==> src/rtl/riscv_decode_pkg.sv <==
// Shared encodings and the decoded control bundle for the RV32I decode stage.
// Field encodings follow the legacy core so execute/LSU need no changes.
package riscv_decode_pkg;

    // opcode[6:2]; opcode[1:0] must be 2'b11
    localparam logic [4:0] OPC_LOAD     = 5'b00000;
    localparam logic [4:0] OPC_MISC_MEM = 5'b00011;
    localparam logic [4:0] OPC_OP_IMM   = 5'b00100;
    localparam logic [4:0] OPC_AUIPC    = 5'b00101;
    localparam logic [4:0] OPC_STORE    = 5'b01000;
    localparam logic [4:0] OPC_OP       = 5'b01100;
    localparam logic [4:0] OPC_LUI      = 5'b01101;
    localparam logic [4:0] OPC_BRANCH   = 5'b11000;
    localparam logic [4:0] OPC_JALR     = 5'b11001;
    localparam logic [4:0] OPC_JAL      = 5'b11011;
    localparam logic [4:0] OPC_SYSTEM   = 5'b11100;

    localparam logic [4:0] ALU_ADD  = 5'b00000;
    localparam logic [4:0] ALU_SLL  = 5'b00001;
    localparam logic [4:0] ALU_SLTS = 5'b00010;
    localparam logic [4:0] ALU_SLTU = 5'b00011;
    localparam logic [4:0] ALU_XOR  = 5'b00100;
    localparam logic [4:0] ALU_SRL  = 5'b00101;
    localparam logic [4:0] ALU_OR   = 5'b00110;
    localparam logic [4:0] ALU_AND  = 5'b00111;
    localparam logic [4:0] ALU_SUB  = 5'b01000;
    localparam logic [4:0] ALU_SRA  = 5'b01101;
    localparam logic [4:0] ALU_EQ   = 5'b11000;
    localparam logic [4:0] ALU_NE   = 5'b11001;
    localparam logic [4:0] ALU_LTS  = 5'b11100;
    localparam logic [4:0] ALU_GES  = 5'b11101;
    localparam logic [4:0] ALU_LTU  = 5'b11110;
    localparam logic [4:0] ALU_GEU  = 5'b11111;

    localparam logic [1:0] OP_A_RS1     = 2'd0;
    localparam logic [1:0] OP_A_CURR_PC = 2'd1;
    localparam logic [1:0] OP_A_ZERO    = 2'd2;

    localparam logic [2:0] OP_B_RS2   = 3'd0;
    localparam logic [2:0] OP_B_IMM_I = 3'd1;
    localparam logic [2:0] OP_B_IMM_U = 3'd2;
    localparam logic [2:0] OP_B_IMM_S = 3'd3;
    localparam logic [2:0] OP_B_INCR  = 3'd4;

    localparam logic [2:0] LDST_B  = 3'd0;
    localparam logic [2:0] LDST_H  = 3'd1;
    localparam logic [2:0] LDST_W  = 3'd2;
    localparam logic [2:0] LDST_BU = 3'd4;
    localparam logic [2:0] LDST_HU = 3'd5;

    localparam logic WB_EX_RESULT = 1'b0;
    localparam logic WB_LSU_DATA  = 1'b1;

    localparam logic [31:0] INSTR_ECALL  = 32'h0000_0073;
    localparam logic [31:0] INSTR_EBREAK = 32'h0010_0073;
    localparam logic [31:0] INSTR_MRET   = 32'h3020_0073;

    typedef struct packed {
        logic [1:0] op_a_sel;
        logic [2:0] op_b_sel;
        logic [4:0] alu_op;
        logic       mem_req;
        logic       mem_we;
        logic [2:0] mem_size;
        logic       gpr_we;
        logic       wb_src_sel;
        logic       branch;
        logic       jal;
        logic       jalr;
        logic [2:0] csr_op;
        logic       ecall;
        logic       ebreak;
        logic       mret;
        logic       illegal;
    } decoded_t;

    localparam decoded_t NOP_DECODE = '{
        op_a_sel:   OP_A_RS1,
        op_b_sel:   OP_B_IMM_I,
        alu_op:     ALU_ADD,
        mem_req:    1'b0,
        mem_we:     1'b0,
        mem_size:   LDST_B,
        gpr_we:     1'b0,
        wb_src_sel: WB_EX_RESULT,
        branch:     1'b0,
        jal:        1'b0,
        jalr:       1'b0,
        csr_op:     3'd0,
        ecall:      1'b0,
        ebreak:     1'b0,
        mret:       1'b0,
        illegal:    1'b0
    };

endpackage

==> src/rtl/decode_stage_riscv_core.sv <==
// Purely combinational RV32I (+ optional Zicsr) decoder: instruction word -> decoded_t.
module decoder_riscv_core
    import riscv_decode_pkg::*;
#(
    parameter int unsigned EN_CSR       = 0,
    parameter int unsigned EN_FENCE_NOP = 1
) (
    input  logic [31:0] i_instr,
    output decoded_t    o_dec
);

    logic [4:0] w_opcode;
    logic [2:0] w_funct3;
    logic [6:0] w_funct7;
    logic       w_illegal;
    decoded_t   w_dec;

    assign w_opcode = i_instr[6:2];
    assign w_funct3 = i_instr[14:12];
    assign w_funct7 = i_instr[31:25];

    always_comb begin
        w_dec     = NOP_DECODE;
        w_illegal = 1'b0;
        case (w_opcode)
            OPC_LOAD: begin
                w_dec.mem_req    = 1'b1;
                w_dec.mem_size   = w_funct3;
                w_dec.gpr_we     = 1'b1;
                w_dec.wb_src_sel = WB_LSU_DATA;
                w_illegal        = (w_funct3 == 3'd3) || (w_funct3 > 3'd5);
            end
            OPC_STORE: begin
                w_dec.op_b_sel = OP_B_IMM_S;
                w_dec.mem_req  = 1'b1;
                w_dec.mem_we   = 1'b1;
                w_dec.mem_size = w_funct3;
                w_illegal      = (w_funct3 > 3'd2);
            end
            OPC_BRANCH: begin
                w_dec.op_b_sel = OP_B_RS2;
                w_dec.branch   = 1'b1;
                case (w_funct3)
                    3'd0:    w_dec.alu_op = ALU_EQ;
                    3'd1:    w_dec.alu_op = ALU_NE;
                    3'd4:    w_dec.alu_op = ALU_LTS;
                    3'd5:    w_dec.alu_op = ALU_GES;
                    3'd6:    w_dec.alu_op = ALU_LTU;
                    3'd7:    w_dec.alu_op = ALU_GEU;
                    default: w_illegal    = 1'b1;
                endcase
            end
            OPC_JAL, OPC_JALR: begin
                w_dec.op_a_sel = OP_A_CURR_PC;
                w_dec.op_b_sel = OP_B_INCR;
                w_dec.gpr_we   = 1'b1;
                w_dec.jal      = (w_opcode == OPC_JAL);
                w_dec.jalr     = (w_opcode == OPC_JALR);
                w_illegal      = (w_opcode == OPC_JALR) && (w_funct3 != 3'd0);
            end
            OPC_OP_IMM, OPC_OP: begin
                w_dec.gpr_we   = 1'b1;
                w_dec.op_b_sel = (w_opcode == OPC_OP) ? OP_B_RS2 : OP_B_IMM_I;
                w_dec.alu_op   = {2'b00, w_funct3};
                if (w_funct7 == 7'h20 && (w_funct3 == 3'd5 ||
                        (w_funct3 == 3'd0 && w_opcode == OPC_OP))) begin
                    w_dec.alu_op = (w_funct3 == 3'd0) ? ALU_SUB : ALU_SRA;
                end else if (w_funct7 != 7'h00 &&
                        (w_opcode == OPC_OP || w_funct3 == 3'd1 || w_funct3 == 3'd5)) begin
                    // funct7 is immediate bits for non-shift OP_IMM, so only shifts check it
                    w_illegal = 1'b1;
                end
            end
            OPC_LUI: begin
                w_dec.op_a_sel = OP_A_ZERO;
                w_dec.op_b_sel = OP_B_IMM_U;
                w_dec.gpr_we   = 1'b1;
            end
            OPC_AUIPC: begin
                w_dec.op_a_sel = OP_A_CURR_PC;
                w_dec.op_b_sel = OP_B_IMM_U;
                w_dec.gpr_we   = 1'b1;
            end
            OPC_MISC_MEM: w_illegal = (EN_FENCE_NOP == 0);
            OPC_SYSTEM: begin
                if (i_instr == INSTR_ECALL) begin
                    w_dec.ecall = 1'b1;
                end else if (i_instr == INSTR_EBREAK) begin
                    w_dec.ebreak = 1'b1;
                end else if (i_instr == INSTR_MRET) begin
                    w_dec.mret = 1'b1;
                end else if (EN_CSR != 0 && w_funct3 != 3'd0 && w_funct3 != 3'd4) begin
                    w_dec.csr_op = w_funct3;
                    w_dec.gpr_we = 1'b1;
                end else begin
                    w_illegal = 1'b1;
                end
            end
            default: w_illegal = 1'b1;
        endcase

        if (i_instr[1:0] != 2'b11) begin
            w_illegal = 1'b1;
        end
        if (w_illegal) begin
            w_dec         = NOP_DECODE;
            w_dec.illegal = 1'b1;
        end
    end

    assign o_dec = w_dec;

endmodule

==> src/rtl/decode_stage_riscv.sv <==
// Registered RV32I decode stage: combinational decode captured into a two-entry skid buffer
// so that in_ready_o is a flop and never depends combinationally on out_ready_i.
module decode_stage_riscv
    import riscv_decode_pkg::*;
#(
    parameter int unsigned PC_W         = 32,
    parameter int unsigned EN_CSR       = 0,
    parameter int unsigned EN_FENCE_NOP = 1
) (
    input  logic            clk_i,
    input  logic            rst_ni,
    input  logic            flush_i,
    input  logic            in_valid_i,
    output logic            in_ready_o,
    input  logic [31:0]     in_instr_i,
    input  logic [PC_W-1:0] in_pc_i,
    output logic            out_valid_o,
    input  logic            out_ready_i,
    output logic [PC_W-1:0] out_pc_o,
    output logic [31:0]     out_instr_o,
    output logic [1:0]      ex_op_a_sel_o,
    output logic [2:0]      ex_op_b_sel_o,
    output logic [4:0]      alu_op_o,
    output logic            mem_req_o,
    output logic            mem_we_o,
    output logic [2:0]      mem_size_o,
    output logic            gpr_we_a_o,
    output logic            wb_src_sel_o,
    output logic            branch_o,
    output logic            jal_o,
    output logic            jalr_o,
    output logic [2:0]      csr_op_o,
    output logic            ecall_o,
    output logic            ebreak_o,
    output logic            mret_o,
    output logic            illegal_instr_o
);

    decoded_t        w_in_dec;
    logic            w_accept;
    logic            w_consume;

    logic            r_main_valid;
    logic [PC_W-1:0] r_main_pc;
    logic [31:0]     r_main_instr;
    decoded_t        r_main_dec;
    logic            r_skid_valid;
    logic [PC_W-1:0] r_skid_pc;
    logic [31:0]     r_skid_instr;
    decoded_t        r_skid_dec;

    decoder_riscv_core #(
        .EN_CSR       (EN_CSR),
        .EN_FENCE_NOP (EN_FENCE_NOP)
    ) u_core (
        .i_instr (in_instr_i),
        .o_dec   (w_in_dec)
    );

    assign in_ready_o = !r_skid_valid;
    assign w_accept   = in_valid_i && in_ready_o && !flush_i;
    assign w_consume  = r_main_valid && out_ready_i;

    always_ff @(posedge clk_i) begin
        if (!rst_ni) begin
            r_main_valid <= 1'b0;
            r_main_pc    <= '0;
            r_main_instr <= '0;
            r_main_dec   <= NOP_DECODE;
            r_skid_valid <= 1'b0;
            r_skid_pc    <= '0;
            r_skid_instr <= '0;
            r_skid_dec   <= NOP_DECODE;
        end else if (flush_i) begin
            r_main_valid <= 1'b0;
            r_skid_valid <= 1'b0;
        end else if (!r_main_valid || w_consume) begin
            if (r_skid_valid) begin
                r_main_valid <= 1'b1;
                r_main_pc    <= r_skid_pc;
                r_main_instr <= r_skid_instr;
                r_main_dec   <= r_skid_dec;
                r_skid_valid <= w_accept;
                if (w_accept) begin
                    r_skid_pc    <= in_pc_i;
                    r_skid_instr <= in_instr_i;
                    r_skid_dec   <= w_in_dec;
                end
            end else begin
                r_main_valid <= w_accept;
                if (w_accept) begin
                    r_main_pc    <= in_pc_i;
                    r_main_instr <= in_instr_i;
                    r_main_dec   <= w_in_dec;
                end
            end
        end else if (w_accept) begin
            r_skid_valid <= 1'b1;
            r_skid_pc    <= in_pc_i;
            r_skid_instr <= in_instr_i;
            r_skid_dec   <= w_in_dec;
        end
    end

    assign out_valid_o     = r_main_valid;
    assign out_pc_o        = r_main_pc;
    assign out_instr_o     = r_main_instr;
    assign ex_op_a_sel_o   = r_main_dec.op_a_sel;
    assign ex_op_b_sel_o   = r_main_dec.op_b_sel;
    assign alu_op_o        = r_main_dec.alu_op;
    assign mem_req_o       = r_main_dec.mem_req;
    assign mem_we_o        = r_main_dec.mem_we;
    assign mem_size_o      = r_main_dec.mem_size;
    assign gpr_we_a_o      = r_main_dec.gpr_we;
    assign wb_src_sel_o    = r_main_dec.wb_src_sel;
    assign branch_o        = r_main_dec.branch;
    assign jal_o           = r_main_dec.jal;
    assign jalr_o          = r_main_dec.jalr;
    assign csr_op_o        = r_main_dec.csr_op;
    assign ecall_o         = r_main_dec.ecall;
    assign ebreak_o        = r_main_dec.ebreak;
    assign mret_o          = r_main_dec.mret;
    assign illegal_instr_o = r_main_dec.illegal;

endmodule

==> config.mk <==
export PLATFORM = sky130hd
export DESIGN_NAME = decode_stage_riscv
export DESIGN_NICKNAME = d
export VERILOG_FILES = /design/src/rtl/riscv_decode_pkg.sv /design/src/rtl/decode_stage_riscv_core.sv /design/src/rtl/decode_stage_riscv.sv
export SDC_FILE = /design/constraint.sdc
export NUM_CORES = 1
export LEC_CHECK = 0
export BUFFER_PORTS_ARGS = -buffer_cell sky130_fd_sc_hd__buf_2
export CORE_UTILIZATION = 51
export DETAILED_ROUTE_END_ITERATION = 16
export PLACE_DENSITY = 0.77
export SKIP_CTS_REPAIR_TIMING = 1
export SLEW_MARGIN = 20
export SYNTH_ARGS = -nofsm -noshare
export SYNTH_HDL_FRONTEND = slang
export SYNTH_HIERARCHICAL = 1
export SYNTH_SLANG_ARGS = --single-unit
==> constraint.sdc <==
create_clock -name clk_i -period 2.1 [get_ports clk_i]
set_input_delay 0.105 -clock clk_i [delete_from_list [all_inputs] [get_ports clk_i]]
set_output_delay 0.105 -clock clk_i [all_outputs]
set_load 0.1 [all_outputs]
==> results.json <==
{
  "yosysTopAreaCellShare": 0.418,
  "synthArstFlopShare": 0,
  "r2r_slack_ps": 350,
  "muxShareOfSynthArea": 0.207,
  "synthTopCellsByArea": "dfxtp_1, mux2i_1, o211a_1, nand2_1, nand3_1",
  "die_width_um": 133,
  "endpoint_kind": "flip-flop",
  "slew-limit-headroom": 0.619,
  "hold_depth": 3,
  "max_clock_freq_ghz": 0.504,
  "hold_start": "in_valid_i",
  "via_per_inst": 5.59,
  "worstPathArrival_ps": 2350,
  "p_leak_nw": 5.02,
  "drc": 0,
  "finalCritPeriodShare": 0.944,
  "synth_fa_ha_area_frac": 0,
  "layout-drive-gt1-share": 0.212,
  "synth_cell_types": 44,
  "grt_max_degree": 78,
  "fin_worst_skew_ps": 9.49,
  "irDropWorstVdd_mv": 0.615,
  "core_area_um2": 16700,
  "crit_type": "input pin to flip-flop",
  "crit_required_ps": 2470,
  "cellPowerDensity_nw_per_um2": 772,
  "cts_root_buf": "clkbuf_16",
  "synthCells": 937,
  "clock_path_buffers": 2,
  "antenna_cells": 0,
  "gp_congestion": 0.856,
  "start_util": 0.528,
  "yosysMostFrequentCell": "nand2_1",
  "cts_tree": "built",
  "drt-initial-drc-count": 481,
  "via_count": 7556,
  "port_buffers": 161,
  "antenna_left": 0,
  "cts_buffers": 17,
  "hold_viol": 0,
  "rr_worst_depth": 4,
  "cp-startpoint": "in_instr_i[18]",
  "grt_pass1_vias": 7011,
  "antenna_found_initial": 0,
  "grt_first_pass_wirelength_mm": 34.2,
  "synth_top_family_by_area": "multiplexers",
  "status": "completed",
  "clk-insertion-delay-late_ps": 430,
  "finalWorstPathRequiredPeriod_ps": 1980,
  "setup_viol": 0,
  "synth_seq_area_share": 0.418,
  "holdCritPathClass": "input pin to flip-flop",
  "synth_seq_cells": 184,
  "die_y_um": 133,
  "critPathLaunchType": "input pin",
  "timing.rr.end": "r_skid_pc[11]$_SDFFE_PN0P_",
  "first_pass_iters": 4,
  "globalRoute.totalOverflow": 0,
  "r2r-start": "out_valid_o$_SDFFE_PP0P_",
  "synth-compound-area-share": 0.122,
  "synth-xor-area-share": 0,
  "rsz0062_at_grt": "false",
  "pin_count": 162,
  "hold-path-endpoint": "out_valid_o$_SDFFE_PP0P_",
  "path_max_fanout": 3,
  "wire_per_inst_um": 16.1,
  "wl_mm": 21.8,
  "synth_edf_count": 0,
  "drv_slew": 0,
  "htree_levels": 4,
  "ys_top_cells_by_count": "nand2_1, dfxtp_1, mux2i_1, nand3_1, o211a_1",
  "synth-simple-area-share": 0.186,
  "yosysTopAreaCell": "dfxtp_1",
  "syn_to_final_growth_pct": 23.1,
  "nets": 1187,
  "pre_cts_slack_ps": -66.2,
  "finalSetupTns_ps": 0,
  "syn_avg_cell_area_um2": 9.41,
  "tritoncts_num_sinks": 184,
  "synthesis.area_um2": 8810,
  "rows": 47,
  "synthFlopType": "dfxtp_1",
  "gr-usage-all-layers": 0.238,
  "hpwl_mm": 13.7,
  "worst_slack_ps": 117,
  "ys_warn_count": 6,
  "die-area_um2": 17800,
  "path_clk_slew_ps": 60,
  "cap_violations": 0,
  "worstMarginPinSlew_ps": 571
}
[through the flow]
stage / std cells / instance area [µm²] / hold WS [ps] / power, mW / utilization
finish: 1351 / 10900 / 5.78 / 8.38 / 0.650
detailed placement: 1262 / 9740 / 371 / 5.39 / 0.583
global route: 1351 / 10900 / 22.8 / 8.66 / 0.650
floorplan: 939 / 8820 / 247 / 5.05 / -
global placement: 1262 / 9740 / 365 / 5.37 / 0.583
CTS: 1294 / 10300 / -87.7 / 8.34 / 0.616
[cells by family after synthesis]
group / count (synthesis)
AOI/OAI and AO/OA: 117
buffers and inverters: 101
DFF: 184
muxes: 182
other: 1
and+or+nand+nor: 352
[routing by layer]
layer  global-route usage  vias up  share of wire
met3               0.0586       20          0.058
met4               0.0688        0          0.012
met5                    0        -              0
met2                0.396      197           0.48
met1                0.303     3672           0.45
li1                     -     3667              -
[report_power, final]
part / switching (mW) / leakage, nW / internal [mW]
logic: 1.29 / 3.25 / 0.423
registers: 0.0684 / 1.50 / 3.62
clock network: 1.38 / 0.273 / 1.61
[layout make-up]
| cell class | instances | area [µm²] |
|---|---|---|
| multi-input combinational | 654 | 4570 |
| timing repair buffer | 256 | 1760 |
| clock inverter | 11 | 72.6 |
| fill | 1352 | 5850 |
| clock buffer | 21 | 470 |
| inverter | 5 | 18.8 |
| tap | 220 | 275 |
| sequential | 184 | 3690 |
[registers in the layout (all words and copies together), names as in the netlist, 2 cells and up]
register	flops
alu_op_o	5
csr_op_o	3
ex_op_a_sel_o	2
ex_op_b_sel_o	3
mem_size_o	3
out_instr_o	32
out_pc_o	32
r_skid_dec	27
r_skid_instr	32
r_skid_pc	32
[layout by cell type, fill, tap and decap left out, types with 3 or more instances in the layout]
cell and n:
nand3_1 95, buf_4 31, clkinv_2 6, a21oi_1 8
inv_1 5, o211a_1 91, nor2_1 8, nor3b_1 3
buf_2 160, dlygate4sd3_1 57, nor4b_1 3, nor4_1 8
nand2b_1 4, and3_1 5, mux2i_1 182, clkinv_4 3
clkbuf_16 17, nor2b_1 6, buf_12 7, conb_1 3
dfxtp_1 183, o21ai_0 7, nor3_1 16, clkbuf_8 4
nand2_1 187
[critical path, stage by stage]
cell	delay, ps
dlygate4sd3_1	530
buf_2	140
nor4_1	350
and3_1	250
nand4_1	140
nor4b_1	460
mux2i_1	130
nand3_1	110
o211a_1	140
[how the worst max path moves through the flow]
stage	end	slack [ps]	cells past startpoint
finish	ebreak_o$_SDFFE_PN0P_	120	9
global route	ebreak_o$_SDFFE_PN0P_	1	9
CTS	ex_op_b_sel_o[1]$_SDFFE_PN0P_	370	10
detailed placement	ex_op_b_sel_o[1]$_SDFFE_PN0P_	-70	10
global placement	ebreak_o$_SDFFE_PN0P_	60	9
floorplan	r_skid_dec[2]$_SDFFE_PN0P_	50	5
Note: power is estimated with default switching activity, not from simulation.
